===== src/rtl/ram_port_arbiter_if.sv =====
// Single-beat request/grant bus between one RAM master and the port-A arbiter.
// Read data comes back on rvalid/rdata a fixed number of cycles after the grant.
interface ram_port_arbiter_if #(
  parameter int ADDR_W = 16,
  parameter int DATA_W = 16
) ();
  logic              req;
  logic              we;
  logic [ADDR_W-1:0] addr;
  logic [DATA_W-1:0] wdata;
  logic              gnt;
  logic              rvalid;
  logic [DATA_W-1:0] rdata;

  modport master (output req, we, addr, wdata, input gnt, rvalid, rdata);
  modport slave  (input req, we, addr, wdata, output gnt, rvalid, rdata);
endinterface


===== src/rtl/ram_port_arbiter.sv =====
// Port-A arbiter for the video/data RAM: burst-limited round-robin between the CPU (m0)
// and the auxiliary engine (m1), with in-order read return after the fixed RAM latency.
module ram_port_arbiter #(
  parameter int ADDR_W    = 16,
  parameter int DATA_W    = 16,
  parameter int RD_LAT    = 2,
  parameter int MAX_BURST = 8
) (
  input  logic               clock,
  input  logic               reset_n,
  ram_port_arbiter_if.slave  m0,
  ram_port_arbiter_if.slave  m1,
  output logic [ADDR_W-1:0]  ram_address,
  output logic [DATA_W-1:0]  ram_data,
  output logic               ram_wren,
  input  logic [DATA_W-1:0]  ram_q,
  output logic [1:0]         owner
);

  localparam int CNT_W = $clog2(MAX_BURST + 1);
  localparam logic [CNT_W-1:0] CNT_MAX = CNT_W'(MAX_BURST);
  localparam logic [CNT_W-1:0] CNT_ONE = CNT_W'(1);

  localparam logic [1:0] IDLE = 2'b00;
  localparam logic [1:0] OWN0 = 2'b01;
  localparam logic [1:0] OWN1 = 2'b10;

  logic [1:0]       state, state_nxt;
  logic [CNT_W-1:0] cnt, cnt_nxt;
  logic             gnt0, gnt1;
  logic             acc0, acc1;
  logic             rd_issue;
  logic [RD_LAT:0]  rd_vld_p;
  logic [RD_LAT:0]  rd_id_p;
  logic             rvalid0, rvalid1;
  logic [DATA_W-1:0] rdata_hold0, rdata_hold1;

  function automatic logic [CNT_W-1:0] sat_inc(input logic [CNT_W-1:0] c);
    return (c >= CNT_MAX) ? CNT_MAX : c + CNT_ONE;
  endfunction

  // Grant decision: the current owner keeps the port until the other master has waited
  // out a full burst; a handover grants the new owner in the same cycle.
  always_comb begin
    gnt0      = 1'b0;
    gnt1      = 1'b0;
    state_nxt = state;
    cnt_nxt   = cnt;
    case (state)
      OWN0: begin
        if (m0.req && (!m1.req || cnt < CNT_MAX)) begin
          gnt0    = 1'b1;
          cnt_nxt = sat_inc(cnt);
        end else if (m1.req) begin
          gnt1      = 1'b1;
          state_nxt = OWN1;
          cnt_nxt   = CNT_ONE;
        end else begin
          state_nxt = IDLE;
          cnt_nxt   = '0;
        end
      end
      OWN1: begin
        if (m1.req && (!m0.req || cnt < CNT_MAX)) begin
          gnt1    = 1'b1;
          cnt_nxt = sat_inc(cnt);
        end else if (m0.req) begin
          gnt0      = 1'b1;
          state_nxt = OWN0;
          cnt_nxt   = CNT_ONE;
        end else begin
          state_nxt = IDLE;
          cnt_nxt   = '0;
        end
      end
      default: begin
        if (m0.req) begin
          gnt0      = 1'b1;
          state_nxt = OWN0;
          cnt_nxt   = CNT_ONE;
        end else if (m1.req) begin
          gnt1      = 1'b1;
          state_nxt = OWN1;
          cnt_nxt   = CNT_ONE;
        end else begin
          state_nxt = IDLE;
          cnt_nxt   = '0;
        end
      end
    endcase
    // No beat may be accepted while reset is held, even with requests pending.
    if (!reset_n) begin
      gnt0 = 1'b0;
      gnt1 = 1'b0;
    end
  end

  assign m0.gnt = gnt0;
  assign m1.gnt = gnt1;
  assign acc0   = m0.req & gnt0;
  assign acc1   = m1.req & gnt1;
  assign owner  = state;

  always_ff @(posedge clock or negedge reset_n) begin
    if (!reset_n) begin
      state <= IDLE;
      cnt   <= '0;
    end else begin
      state <= state_nxt;
      cnt   <= cnt_nxt;
    end
  end

  // Stage p0: accepted beat registered onto RAM port A
  always_ff @(posedge clock or negedge reset_n) begin
    if (!reset_n) begin
      ram_address <= '0;
      ram_data    <= '0;
      ram_wren    <= 1'b0;
    end else if (acc0) begin
      ram_address <= m0.addr;
      ram_data    <= m0.wdata;
      ram_wren    <= m0.we;
    end else if (acc1) begin
      ram_address <= m1.addr;
      ram_data    <= m1.wdata;
      ram_wren    <= m1.we;
    end else begin
      ram_wren    <= 1'b0;
    end
  end

  // Stages p0..pRD_LAT: read tag (valid, issuer) travels alongside the RAM access
  assign rd_issue = (acc0 & ~m0.we) | (acc1 & ~m1.we);

  always_ff @(posedge clock or negedge reset_n) begin
    if (!reset_n) begin
      rd_vld_p <= '0;
      rd_id_p  <= '0;
    end else begin
      rd_vld_p <= {rd_vld_p[RD_LAT-1:0], rd_issue};
      rd_id_p  <= {rd_id_p[RD_LAT-1:0], acc1};
    end
  end

  assign rvalid0 = rd_vld_p[RD_LAT] & ~rd_id_p[RD_LAT];
  assign rvalid1 = rd_vld_p[RD_LAT] &  rd_id_p[RD_LAT];

  // Return stage: rdata follows ram_q during the pulse and then holds for that master
  always_ff @(posedge clock or negedge reset_n) begin
    if (!reset_n) begin
      rdata_hold0 <= '0;
      rdata_hold1 <= '0;
    end else begin
      if (rvalid0) rdata_hold0 <= ram_q;
      if (rvalid1) rdata_hold1 <= ram_q;
    end
  end

  assign m0.rvalid = rvalid0;
  assign m1.rvalid = rvalid1;
  assign m0.rdata  = rvalid0 ? ram_q : rdata_hold0;
  assign m1.rdata  = rvalid1 ? ram_q : rdata_hold1;

endmodule


===== src/flat_wrapper.sv =====
// flat-port wrapper written by rule: the top's interface ports become plain ports
module ram_port_arbiter_flat 
#(
  parameter int ADDR_W    = 16,
  parameter int DATA_W    = 16,
  parameter int RD_LAT    = 2,
  parameter int MAX_BURST = 8
)
  (clock, reset_n, ram_address, ram_data, ram_wren, ram_q, owner, m0_req, m0_we, m0_addr, m0_wdata, m0_gnt, m0_rvalid, m0_rdata, m1_req, m1_we, m1_addr, m1_wdata, m1_gnt, m1_rvalid, m1_rdata);
  ram_port_arbiter_if #(.ADDR_W(ADDR_W), .DATA_W(DATA_W)) m0_i ();
  ram_port_arbiter_if #(.ADDR_W(ADDR_W), .DATA_W(DATA_W)) m1_i ();
  input  logic clock;
  input  logic reset_n;
  output logic [ADDR_W-1:0] ram_address;
  output logic [DATA_W-1:0] ram_data;
  output logic ram_wren;
  input  logic [DATA_W-1:0] ram_q;
  output logic [1:0] owner;
  input wire logic [$bits(m0_i.req)-1:0] m0_req;
  input wire logic [$bits(m0_i.we)-1:0] m0_we;
  input wire logic [$bits(m0_i.addr)-1:0] m0_addr;
  input wire logic [$bits(m0_i.wdata)-1:0] m0_wdata;
  output wire logic [$bits(m0_i.gnt)-1:0] m0_gnt;
  output wire logic [$bits(m0_i.rvalid)-1:0] m0_rvalid;
  output wire logic [$bits(m0_i.rdata)-1:0] m0_rdata;
  input wire logic [$bits(m1_i.req)-1:0] m1_req;
  input wire logic [$bits(m1_i.we)-1:0] m1_we;
  input wire logic [$bits(m1_i.addr)-1:0] m1_addr;
  input wire logic [$bits(m1_i.wdata)-1:0] m1_wdata;
  output wire logic [$bits(m1_i.gnt)-1:0] m1_gnt;
  output wire logic [$bits(m1_i.rvalid)-1:0] m1_rvalid;
  output wire logic [$bits(m1_i.rdata)-1:0] m1_rdata;
  assign m0_i.req = m0_req;
  assign m0_i.we = m0_we;
  assign m0_i.addr = m0_addr;
  assign m0_i.wdata = m0_wdata;
  assign m0_gnt = m0_i.gnt;
  assign m0_rvalid = m0_i.rvalid;
  assign m0_rdata = m0_i.rdata;
  assign m1_i.req = m1_req;
  assign m1_i.we = m1_we;
  assign m1_i.addr = m1_addr;
  assign m1_i.wdata = m1_wdata;
  assign m1_gnt = m1_i.gnt;
  assign m1_rvalid = m1_i.rvalid;
  assign m1_rdata = m1_i.rdata;
  ram_port_arbiter #(.ADDR_W(ADDR_W), .DATA_W(DATA_W), .RD_LAT(RD_LAT), .MAX_BURST(MAX_BURST)) u_core (.clock(clock), .reset_n(reset_n), .m0(m0_i), .m1(m1_i), .ram_address(ram_address), .ram_data(ram_data), .ram_wren(ram_wren), .ram_q(ram_q), .owner(owner));
endmodule

===== config.mk =====
export PLATFORM = sky130hd
export DESIGN_NAME = ram_port_arbiter_flat
export DESIGN_NICKNAME = d
export VERILOG_FILES = /design/src/rtl/ram_port_arbiter_if.sv /design/src/rtl/ram_port_arbiter.sv /design/src/flat_wrapper.sv
export SDC_FILE = /design/constraint.sdc
export NUM_CORES = 1
export LEC_CHECK = 0
export CAP_MARGIN = 10
export CORE_MARGIN = 2
export CORE_UTILIZATION = 40
export DETAILED_ROUTE_END_ITERATION = 8
export PLACE_DENSITY = 0.8
export SYNTH_ARGS = -nofsm -noshare
export SYNTH_HDL_FRONTEND = slang
export SYNTH_SLANG_ARGS = --single-unit

===== constraint.sdc =====
create_clock -name clock -period 2.7 [get_ports clock]
set_clock_uncertainty 0.15 [all_clocks]
set_input_delay 0.54 -clock clock [delete_from_list [all_inputs] [get_ports clock]]
set_output_delay 0.54 -clock clock [all_outputs]
set_load 0.02 [all_outputs]

==> flow_metrics.env <==
export IMPL_async_reset_ff_share_pct=100.0
export IMPL_die_y_um=94.43
export IMPL_irDropWorstVdd_v=0.0005774
export IMPL_vias=2743
export IMPL_grt_pass1_wl_um=13490
export IMPL_slew_headroom_pct=40.87
export IMPL_crit_top_cell="buf_4"
export IMPL_overflow=0
export IMPL_placed_cell_area_um2=5005
export IMPL_syn_avg_cell_area_um2=11.94
export IMPL_cap_violations=0
export IMPL_hold_viol_final=0
export IMPL_cts_tree="yes"
export IMPL_worst_pin_slew_ps=886.9
export IMPL_netlist_area_um2=3271
export IMPL_yosysMostFrequentCell="dfrtp_1"
export IMPL_drt_total_wl_um=8712
export IMPL_dr_first_iter_drc_count=70
export IMPL_outcome="completed"
export IMPL_synth_distinct_cells=36
export IMPL_synth_edff_count=0
export IMPL_critical_path_slowest_cell="or4b_4"
export IMPL_place_congestion=0.7867
export IMPL_root_buffer="clkbuf_8"
export IMPL_critPathMaxStageDelay_ps=490
export IMPL_wl_per_cell_um=15.75
export IMPL_muxShareOfSynthArea_pct=11.32
export IMPL_synth_top_area_share_pct=58.91
export IMPL_crit_family="simple AND/OR/NAND/NOR gates"
export IMPL_required_ps=2010
export IMPL_syn_nets=364
export IMPL_yosys_warnings=0
export IMPL_grt_usage_pct=19.55
export IMPL_cts_max_level=3
export IMPL_yosys_top_cells_count="77 x dfrtp_1, 40 x inv_1, 32 x mux2_2, 32 x o22ai_1, 25 x a21oi_1"
export IMPL_period_share_pct=97.51
export IMPL_utilization_pct=67.88
export IMPL_clock_fmax_mhz=379.8
export IMPL_endpoint_kind="output port"
export IMPL_ios=157
export IMPL_placedCellCount=532
export IMPL_drc=0
export IMPL_viasPerCell=4.960
export IMPL_nNetsFinal=536
export IMPL_grt_pass1_vias=2725
export IMPL_grt_max_degree=74
export IMPL_antenna_left=0
export IMPL_first_pass_iters=4
export IMPL_cp_start_kind="flip-flop"
export IMPL_path_class="reg2out"
export IMPL_synth_compound_area_share_pct=15.91
export IMPL_antenna_found_initial=0
export IMPL_cts_sinks=77
export IMPL_drive_above_1_share_pct=20.40
export IMPL_core_um2=7807
export IMPL_die_w_um=94.43
export IMPL_synth_top_family_by_area="compound AO/OA/AOI/OAI gates"
export IMPL_synth_top_area_cell="dfrtp_1"
export IMPL_setup_viol=0
export IMPL_period_minus_slack_ps=2633
export IMPL_num_antenna_cells=0
export IMPL_finalNonFillerCells=553
export IMPL_p_leak_nw=2.310
export IMPL_cp_data_arrival_time_ps=1940
export IMPL_yosys_area_share_simple_pct=4.552
export IMPL_syn_to_final_growth_pct=62.05
export IMPL_cts_made_buffers=9
export IMPL_powerDensity_nw_per_um2=1132
export IMPL_slew_viol_final=0
export IMPL_hpwl_um=6334
export IMPL_min_delay_path_class="reg2reg"
export IMPL_std_cell_rows=32
export IMPL_synthAdderAreaFrac_pct=1.530
export IMPL_synthXorXnorAreaFrac_pct=0.2678
export IMPL_dieArea_um2=8916
export IMPL_yosysSeqAreaShare_pct=58.91
export IMPL_worst_path_buf_inv=3
export IMPL_synth_seq_cells=77
export IMPL_start_util_pct=41.89
export IMPL_whs_ps=200.7
export IMPL_crit_chain="buf_4, ha_4, or4b_4, o2111ai_2, inv_1, buf_4"
export IMPL_synth_ff_type="dfrtp_1"
export IMPL_clockBufferDepth=2
export IMPL_path_clk_slew_ps=80
export IMPL_cp_max_fo=5
export IMPL_synth_cells=274
export IMPL_final_cell_area_um2=5300
export IMPL_clock_latency_ps=340
export IMPL_yosys_top_cells_area="dfrtp_1 59%, mux2_2 11%, o22ai_1 6.1%, inv_1 4.6%, a21oi_1 3.8%"
export IMPL_port_buffers=156
-- final cells by class --
cell class | instances | area [µm²]
Fill cell | 608 | 2507
Clock inverter | 5 | 83.83
Inverter | 40 | 150.1
Multi-Input combinational cell | 141 | 1126
Tap cell | 102 | 127.6
Timing Repair Buffer | 177 | 1744
Clock buffer | 11 | 141.4
Sequential cell | 77 | 1927
-- metrics by stage --
step           power [mW]  setup WS [ps]  TNS (ps)
5_1_grt             6.356         -5.875    -5.875
3_3_place_gp        4.933         -210.8    -366.4
3_5_place_dp        5.021         -221.4    -360.0
4_1_cts             6.045          8.202         0
2_1_floorplan       3.502          105.2         0
6_report            6.001          67.27         0
-- registers in the layout, indices dropped and copies added (netlist names) --
name,cells
u_core.rd_vld_p,3
u_core.rd_id_p,3
u_core.owner,2
u_core.ram_wren,1
u_core.ram_address,16
u_core.rdata_hold1,16
u_core.rdata_hold0,16
u_core.ram_data,16
u_core.cnt,4
-- repair_timing --
| item | CTS | global route |
|---|---|---|
| endpoints found under the hold margin | 6 | 0 |
| buffers inserted | 2 | 2 |
| gates resized for setup | 9 | 11 |
| pin swaps | 0 | 1 |
| hold buffers | 1 | 0 |
| endpoints found under the setup margin | 2 | 34 |
-- cell usage in the layout, fill, tap and decap left out, drive strengths merged, types with 2 or more instances in the layout --
cell,count
ha,4
o22ai,32
clkdlybuf4s50,148
nor4b,2
dlymetal6s2s,5
clkinvlp,2
nor3b,2
a21boi,2
buf,23
a21oi,35
nand2b,2
nand2,4
o211ai,2
o21ai,2
nor2,3
clkbuf,11
bufinv,2
or2,3
mux2,32
inv,40
dfrtp,77
-- kinds of logic (layout without fill, tap and decap cells) --
family                   count (synthesis)  count (layout)
multiplexers                            33              33
adder cells (fa/ha/maj)                  4               4
XOR/XNOR                                 1               1
AND/OR/NAND/NOR                         22              22
AO/OA/AOI/OAI                           81              81
flip-flops                              77              77
buffers and inverters                   56             233
-- path summary, 6_finish.rpt --
| kind | slack (ps) | cells after the start | start | endpoint |
|---|---|---|---|---|
| worst min register to register | 200 | 0 | u_core.rd_vld_p[0]$_DFF_PN0_ | u_core.rd_vld_p[1]$_DFF_PN0_ |
| max in group asynchronous | 820 | 3 | reset_n | u_core.rdata_hold0[13]$_DFF_PN0_ |
| worst max-delay path | 70 | 6 | u_core.owner[1]$_DFFE_PN0P_ | m0_gnt |
| worst min-delay path | 200 | 0 | u_core.rd_vld_p[0]$_DFF_PN0_ | u_core.rd_vld_p[1]$_DFF_PN0_ |
| worst max register to register | 270 | 7 | u_core.owner[1]$_DFFE_PN0P_ | u_core.ram_address[15]$_DFFE_PN0P_ |
| min in group asynchronous | 480 | 2 | reset_n | u_core.owner[1]$_DFFE_PN0P_ |
-- worst reg2reg max path, cell delays in order (launching register included) --
cell and delay, ps:
dfrtp_1 400, buf_4 150, ha_4 230, or4b_4 490
o211a_2 180, nor4b_4 370, buf_4 240, a21oi_1 100
-- routing by layer --
metal	up-vias	GRT usage (%)	wire length, µm	part of all wire, %
met5	-	0	0	0
met4	0	7.488	146	1.7
li1	1301	-	-	-
met1	1336	23.62	3451	40
met3	16	4.709	586	6.7
met2	90	33.81	4527	52
-- report_power, final --
group	internal [mW]	switching, mW	total [mW]	leakage [nW]
Combinational	1.60	1.59	3.19	1.32
Clock	0.548	0.419	0.966	0.106
Sequential	1.65	0.197	1.85	0.885
Power figures use the tool's default switching activity.
